## src/rtl/mem_wb_pipe.sv

```systemverilog
// MEM->WB pipeline register with valid/ready handshake, flush and write-back select.
// Optional one-entry skid buffer enabled by defining MEM_WB_SKID_EN; state updates on falling clock edge.
module mem_wb_pipe #(
  parameter int DATA_W     = 32,
  parameter int REG_ADDR_W = 5
) (
  input  logic                  clock,
  input  logic                  reset,
  input  logic                  in_valid,
  output logic                  in_ready,
  input  logic                  flush,
  input  logic [DATA_W-1:0]     DataOutDataMemory_in,
  input  logic [DATA_W-1:0]     ALUResult_in,
  input  logic                  memToReg_in,
  input  logic                  regWrite_in,
  input  logic [REG_ADDR_W-1:0] writeReg_in,
  input  logic                  out_ready,
  output logic                  out_valid,
  output logic [DATA_W-1:0]     DataOutDataMemory,
  output logic [DATA_W-1:0]     ALUResult,
  output logic                  memToReg,
  output logic                  regWrite,
  output logic [REG_ADDR_W-1:0] writeReg,
  output logic [DATA_W-1:0]     writeData
);

  logic                  out_valid_reg;
  logic [DATA_W-1:0]     mem_data_reg;
  logic [DATA_W-1:0]     alu_result_reg;
  logic                  mem_to_reg_reg;
  logic                  reg_write_reg;
  logic [REG_ADDR_W-1:0] write_reg_reg;

  logic accept;
  logic out_load;

  assign accept   = in_valid & in_ready;
  assign out_load = !out_valid_reg | out_ready;

`ifdef MEM_WB_SKID_EN
  logic                  skid_valid_reg;
  logic [DATA_W-1:0]     skid_mem_data_reg;
  logic [DATA_W-1:0]     skid_alu_result_reg;
  logic                  skid_mem_to_reg_reg;
  logic                  skid_reg_write_reg;
  logic [REG_ADDR_W-1:0] skid_write_reg_reg;

  // Registered ready: the upstream stage never sees a combinational path from out_ready.
  assign in_ready = !skid_valid_reg;

  always_ff @(negedge clock) begin
    if (reset) begin
      out_valid_reg  <= 1'b0;
      reg_write_reg  <= 1'b0;
      mem_to_reg_reg <= 1'b0;
      write_reg_reg  <= '0;
      mem_data_reg   <= '0;
      alu_result_reg <= '0;
      skid_valid_reg <= 1'b0;
    end else if (flush) begin
      out_valid_reg  <= 1'b0;
      reg_write_reg  <= 1'b0;
      skid_valid_reg <= 1'b0;
    end else if (out_load) begin
      if (skid_valid_reg) begin
        // Skid entry is older than anything upstream, so it drains first.
        out_valid_reg  <= 1'b1;
        mem_data_reg   <= skid_mem_data_reg;
        alu_result_reg <= skid_alu_result_reg;
        mem_to_reg_reg <= skid_mem_to_reg_reg;
        reg_write_reg  <= skid_reg_write_reg;
        write_reg_reg  <= skid_write_reg_reg;
        skid_valid_reg <= 1'b0;
      end else begin
        out_valid_reg <= accept;
        reg_write_reg <= accept & regWrite_in;
        if (accept) begin
          mem_data_reg   <= DataOutDataMemory_in;
          alu_result_reg <= ALUResult_in;
          mem_to_reg_reg <= memToReg_in;
          write_reg_reg  <= writeReg_in;
        end
      end
    end else if (accept) begin
      skid_valid_reg      <= 1'b1;
      skid_mem_data_reg   <= DataOutDataMemory_in;
      skid_alu_result_reg <= ALUResult_in;
      skid_mem_to_reg_reg <= memToReg_in;
      skid_reg_write_reg  <= regWrite_in;
      skid_write_reg_reg  <= writeReg_in;
    end
  end
`else
  assign in_ready = out_load;

  always_ff @(negedge clock) begin
    if (reset) begin
      out_valid_reg  <= 1'b0;
      reg_write_reg  <= 1'b0;
      mem_to_reg_reg <= 1'b0;
      write_reg_reg  <= '0;
      mem_data_reg   <= '0;
      alu_result_reg <= '0;
    end else if (flush) begin
      out_valid_reg <= 1'b0;
      reg_write_reg <= 1'b0;
    end else if (out_load) begin
      out_valid_reg <= accept;
      reg_write_reg <= accept & regWrite_in;
      if (accept) begin
        mem_data_reg   <= DataOutDataMemory_in;
        alu_result_reg <= ALUResult_in;
        mem_to_reg_reg <= memToReg_in;
        write_reg_reg  <= writeReg_in;
      end
    end
  end
`endif

  assign out_valid         = out_valid_reg;
  assign DataOutDataMemory = mem_data_reg;
  assign ALUResult         = alu_result_reg;
  assign memToReg          = mem_to_reg_reg;
  assign regWrite          = reg_write_reg;
  assign writeReg          = write_reg_reg;
  assign writeData         = mem_to_reg_reg ? mem_data_reg : alu_result_reg;

endmodule
```

## config.mk

```make
export PLATFORM = sky130hd
export DESIGN_NAME = mem_wb_pipe
export DESIGN_NICKNAME = d
export VERILOG_FILES = /design/src/rtl/mem_wb_pipe.sv
export SDC_FILE = /design/constraint.sdc
export NUM_CORES = 1
export LEC_CHECK = 0
export BUFFER_PORTS_ARGS = -buffer_cell sky130_fd_sc_hd__buf_2
export CORE_UTILIZATION = 40
export DETAILED_ROUTE_END_ITERATION = 7
export GPL_TIMING_DRIVEN = 0
export PLACE_DENSITY = 0.71
export SLEW_MARGIN = 30
export SYNTH_ARGS = -nofsm -noshare
export SYNTH_HDL_FRONTEND = slang
export SYNTH_SLANG_ARGS = --single-unit
```

## constraint.sdc

```tcl
create_clock -name clock -period 2.4 [get_ports clock]
set_clock_uncertainty 0.2 [all_clocks]
set_input_delay 0.36 -clock clock [delete_from_list [all_inputs] [get_ports clock]]
set_output_delay 0.36 -clock clock [all_outputs]
set_load 0.1 [all_outputs]
```

# --- After elaboration in Yosys (flattened, before gate mapping) ---
# Index checks and enable logic that the tools add are counted.
totals:
  mem_bits_rw: 0
  romBits: 0
  n_memories: 0
  out_inout_bits: 105
  latch_bits: 0
  inputBits: 76
  word_cells: 14
  reg_bits: 72
op_classes:
  n_bitwise: 4
  muxes: 1
  eq_ne: 0
  magnitude_cmp: 0
  n_shift: 0
  div_mod_pow: 0
  n_reduce_logical: 3
  addsub: 0
  mul: 0
op_table:
  columns: ["cell", "count"]
  rows:
  - ["$mux 32", 1]
  - ["$reduce_and 3->1", 1]
  - ["$and 1x1->1", 2]
  - ["$reduce_or 2->1", 1]
  - ["$logic_not 1->1", 1]
  - ["$not 1->1", 1]
  - ["$or 1x1->1", 1]

# --- Depth between registers and ports, before layout ---
logic_depth:
  word_depth: 4
  ltp_mapped: 5
  depth_no_buf: 4

==> tab_implementation.tex <==
\begin{tabular}{lr}
\hline
Metric & Value \\
\hline
\multicolumn{2}{l}{\textbf{Status}} \\
Outcome & finished, violations left \\
Violated checks & design-rule violations, negative setup slack \\
\multicolumn{2}{l}{\textbf{Pwr}} \\
Peak ir drop on the vdd network & 0.329 mV \\
Cell area power density & 596 nW/µm² \\
Overall power consumption & approximately 4.5 mW \\
Leakage dissipation & 3.36 nW \\
\multicolumn{2}{l}{\textbf{Critical path}} \\
Worst Path Arrival & around 2.7 ns \\
Worst Setup End Kind & output pin \\
Data required, critical path & 1.84 ns \\
Highest net fanout along the worst path & 10 \\
Startpoint-to-endpoint class of the critical path & flip-flop to output pin \\
Kind of start point of the critical path & flip-flop \\
\multicolumn{2}{l}{\textbf{Detailed routing}} \\
Total via count in the routed design & $\sim$3800 \\
Number of DRC violations after detailed routing & 25 \\
Total length of routed wires & 13900 µm \\
Routed len/inst & 18.7 µm \\
Detail Route Antenna Nets & 0 \\
Vias per inst & 5.04 \\
Initial drt markers & $\sim$130 \\
1st-pass router iterations & 6 \\
\multicolumn{2}{l}{\textbf{Floorplanning}} \\
Starting utilization of the core area & a little over two fifths \\
Height of the die & 97.7 µm \\
Total die area & 9550 µm² \\
DIE WIDTH & between 90 and 100 µm \\
Core ar. & 8810 µm² \\
Number of cell rows & 34 \\
Count of boundary I/O pins & 181 \\
\multicolumn{2}{l}{\textbf{Min path}} \\
Hold Path Class & flip-flop to flip-flop \\
\multicolumn{2}{l}{\textbf{Synthesis}} \\
Biggest area contributors in the synthesized netlist & dfxtp\_1 (39\%), nand2b\_1 (24\%), mux2i\_1 (19\%) \\
Synth top area share & 39.3\% \\
Synthesized net count & around 430 \\
Average cell area after synthesis & 10.5 µm² \\
Unique cell type count in the Yosys netlist & 16 \\
Netlist area before placement & 3670 µm² \\
Top cell type by total area after synthesis & dfxtp\_1 \\
Register area share after synthesis & 39.3\% \\
Synth Instances & 350 \\
Yosys warns & 0 \\
Post-synthesis sequential element count & 72 \\
\multicolumn{2}{l}{\textbf{Placement}} \\
Worst setup slack before clock tree synthesis & -0.641 ns \\
Cell Count Post-Placement & about 640 \\
Hpwl dp & 6960 µm \\
Count of buffers inserted at the top-level ports & $\sim$180 \\
Routability congestion estimate & 0.759 \\
Placement-stage cell area & 5110 µm² \\
\multicolumn{2}{l}{\textbf{Clocking}} \\
Root Buffer & clkbuf\_8 \\
Clock transition time at the flip-flop clock pins of the worst setup and hold paths & 0.04 ns \\
Total CTS buffers & 9 \\
Number of sinks handled by clock tree synthesis & between 70 and 80 \\
Worst-skew pair later-pin latency & 0.41 ns \\
TritonCTS clock tree & built \\
Clk buf depth & 2 \\
H-tree depth & 3 \\
\multicolumn{2}{l}{\textbf{Final layout}} \\
Fill cell instance count of the final layout & $\sim$400 \\
Post-route core utilization & 86.5\% \\
Fraction of final layout cells with drive strength greater than 1 & about 54\% \\
Area added between synthesis and finish & 108\% \\
Commonest non-fill, non-tap cell in the layout & nand2b\_1 \\
Cell Count, Final, Fillers Out & roughly 750 \\
Finished layout cell area & 7610 µm² \\
Commonest cells after routing, fill and taps aside & nand2b\_1 (140), buf\_12 (117), buf\_2 (74), inv\_1 (74), dfxtp\_4 (66) \\
Diodes inserted & 0 \\
Number of nets in the final layout & 708 \\
\multicolumn{2}{l}{\textbf{Timing}} \\
Worst max-slew margin expressed relative to the limit & 69.7\% \\
Final setup fails & between 150 and 200 \\
Number of failing hold endpoints at the final stage & 0 \\
Worst Hold Slack & between 0.2 and 0.3 ns \\
Setup TNS & -64.34 ns \\
Transition time of the tightest slew-check pin & around 0.45 ns \\
Setup repair after global routing missed its margin & yes \\
Worst path setup slack after routing & -0.903 ns \\
Slew Viols, Final & 0 \\
\multicolumn{2}{l}{\textbf{Global route}} \\
Total global routing track utilization & between 20\% and 30\% \\
Pin count of the biggest net entering global routing & 12 \\
Overflow after GRT & 0 \\
Wire length of the first global-routing pass & 20700 µm \\
Number of antenna violations at the first check in global routing & 0 \\
Number of global-route vias before repair & 4230 \\
\multicolumn{2}{l}{\textbf{Run}} \\
Max capacitance violation total & 0 \\
\hline
\end{tabular}
==> cell families after synthesis <==
group	count (synthesis)	synth area share (%)
AO/OA/AOI/OAI	1	0.205
flip-flops	72	39.3
multiplexers	102	28.9
AND/OR/NAND/NOR	146	25.1
buffers and inverters	29	6.45
==> final cells by class <==
cell class	count	area (µm²)	area share [%]
repair buffers	201	2860	37.6
multi-input cells	249	2170	28.5
flip-flops and latches	72	1700	22.3
clock inverters	79	354	4.65
plain buffers	26	269	3.53
well taps	108	135	1.77
clock buffers	9	124	1.63
inverters	1	7.51	0.0986
==> layer usage <==
metal	global-route usage (%)	wire length, µm	vias up
met5	0	0	-
li1	-	-	1721
met4	10.4	285	0
met2	51.0	7470	184
met3	10.4	918	29
met1	27.6	5250	1819
==> path summary, 6_finish.rpt <==
kind                            to   startpoint  cells past startpoint  slack [ns]
max                   writeData[6]     memToReg                      4       -0.90
min                    writeReg[1]  writeReg[1]                      2        0.29
max reg2reg  DataOutDataMemory[29]    out_valid                      8        0.51
min reg2reg            writeReg[1]  writeReg[1]                      2        0.29
==> synthesized netlist by cell type <==
| master | n |
|---|---|
| nor3_1 | 1 |
| nand2_1 | 1 |
| nor2b_4 | 1 |
| dfxtp_1 | 72 |
| nand2b_1 | 140 |
| mux2_2 | 32 |
| buf_6 | 1 |
| nor2_1 | 1 |
| buf_12 | 7 |
| inv_1 | 2 |
| nand3_1 | 1 |
| a211oi_1 | 1 |
| mux2i_1 | 70 |
| clkbuf_1 | 14 |
| buf_2 | 5 |
| nor3b_2 | 1 |
==> critical path, stage by stage, from the launching register on <==
cell     delay [ns]
dfxtp_4        0.35
buf_12         0.13
buf_12         0.15
mux2_4         0.34
buf_12         0.17
==> where the power goes <==
part / internal, mW / switching, mW / leakage, nW
sequential: 1.23 / 0.0884 / 0.639
clock: 0.735 / 0.892 / 0.492
combinational: 0.646 / 0.943 / 2.23
==> what timing repair did <==
item,CTS,global route
buffers inserted,10,3
setup endpoints to repair,108,175
hold buffers,0,0
resized for setup,436,15
pin swaps,1,1
cloned,4,5
Note: power is estimated with default switching activity, not from simulation.
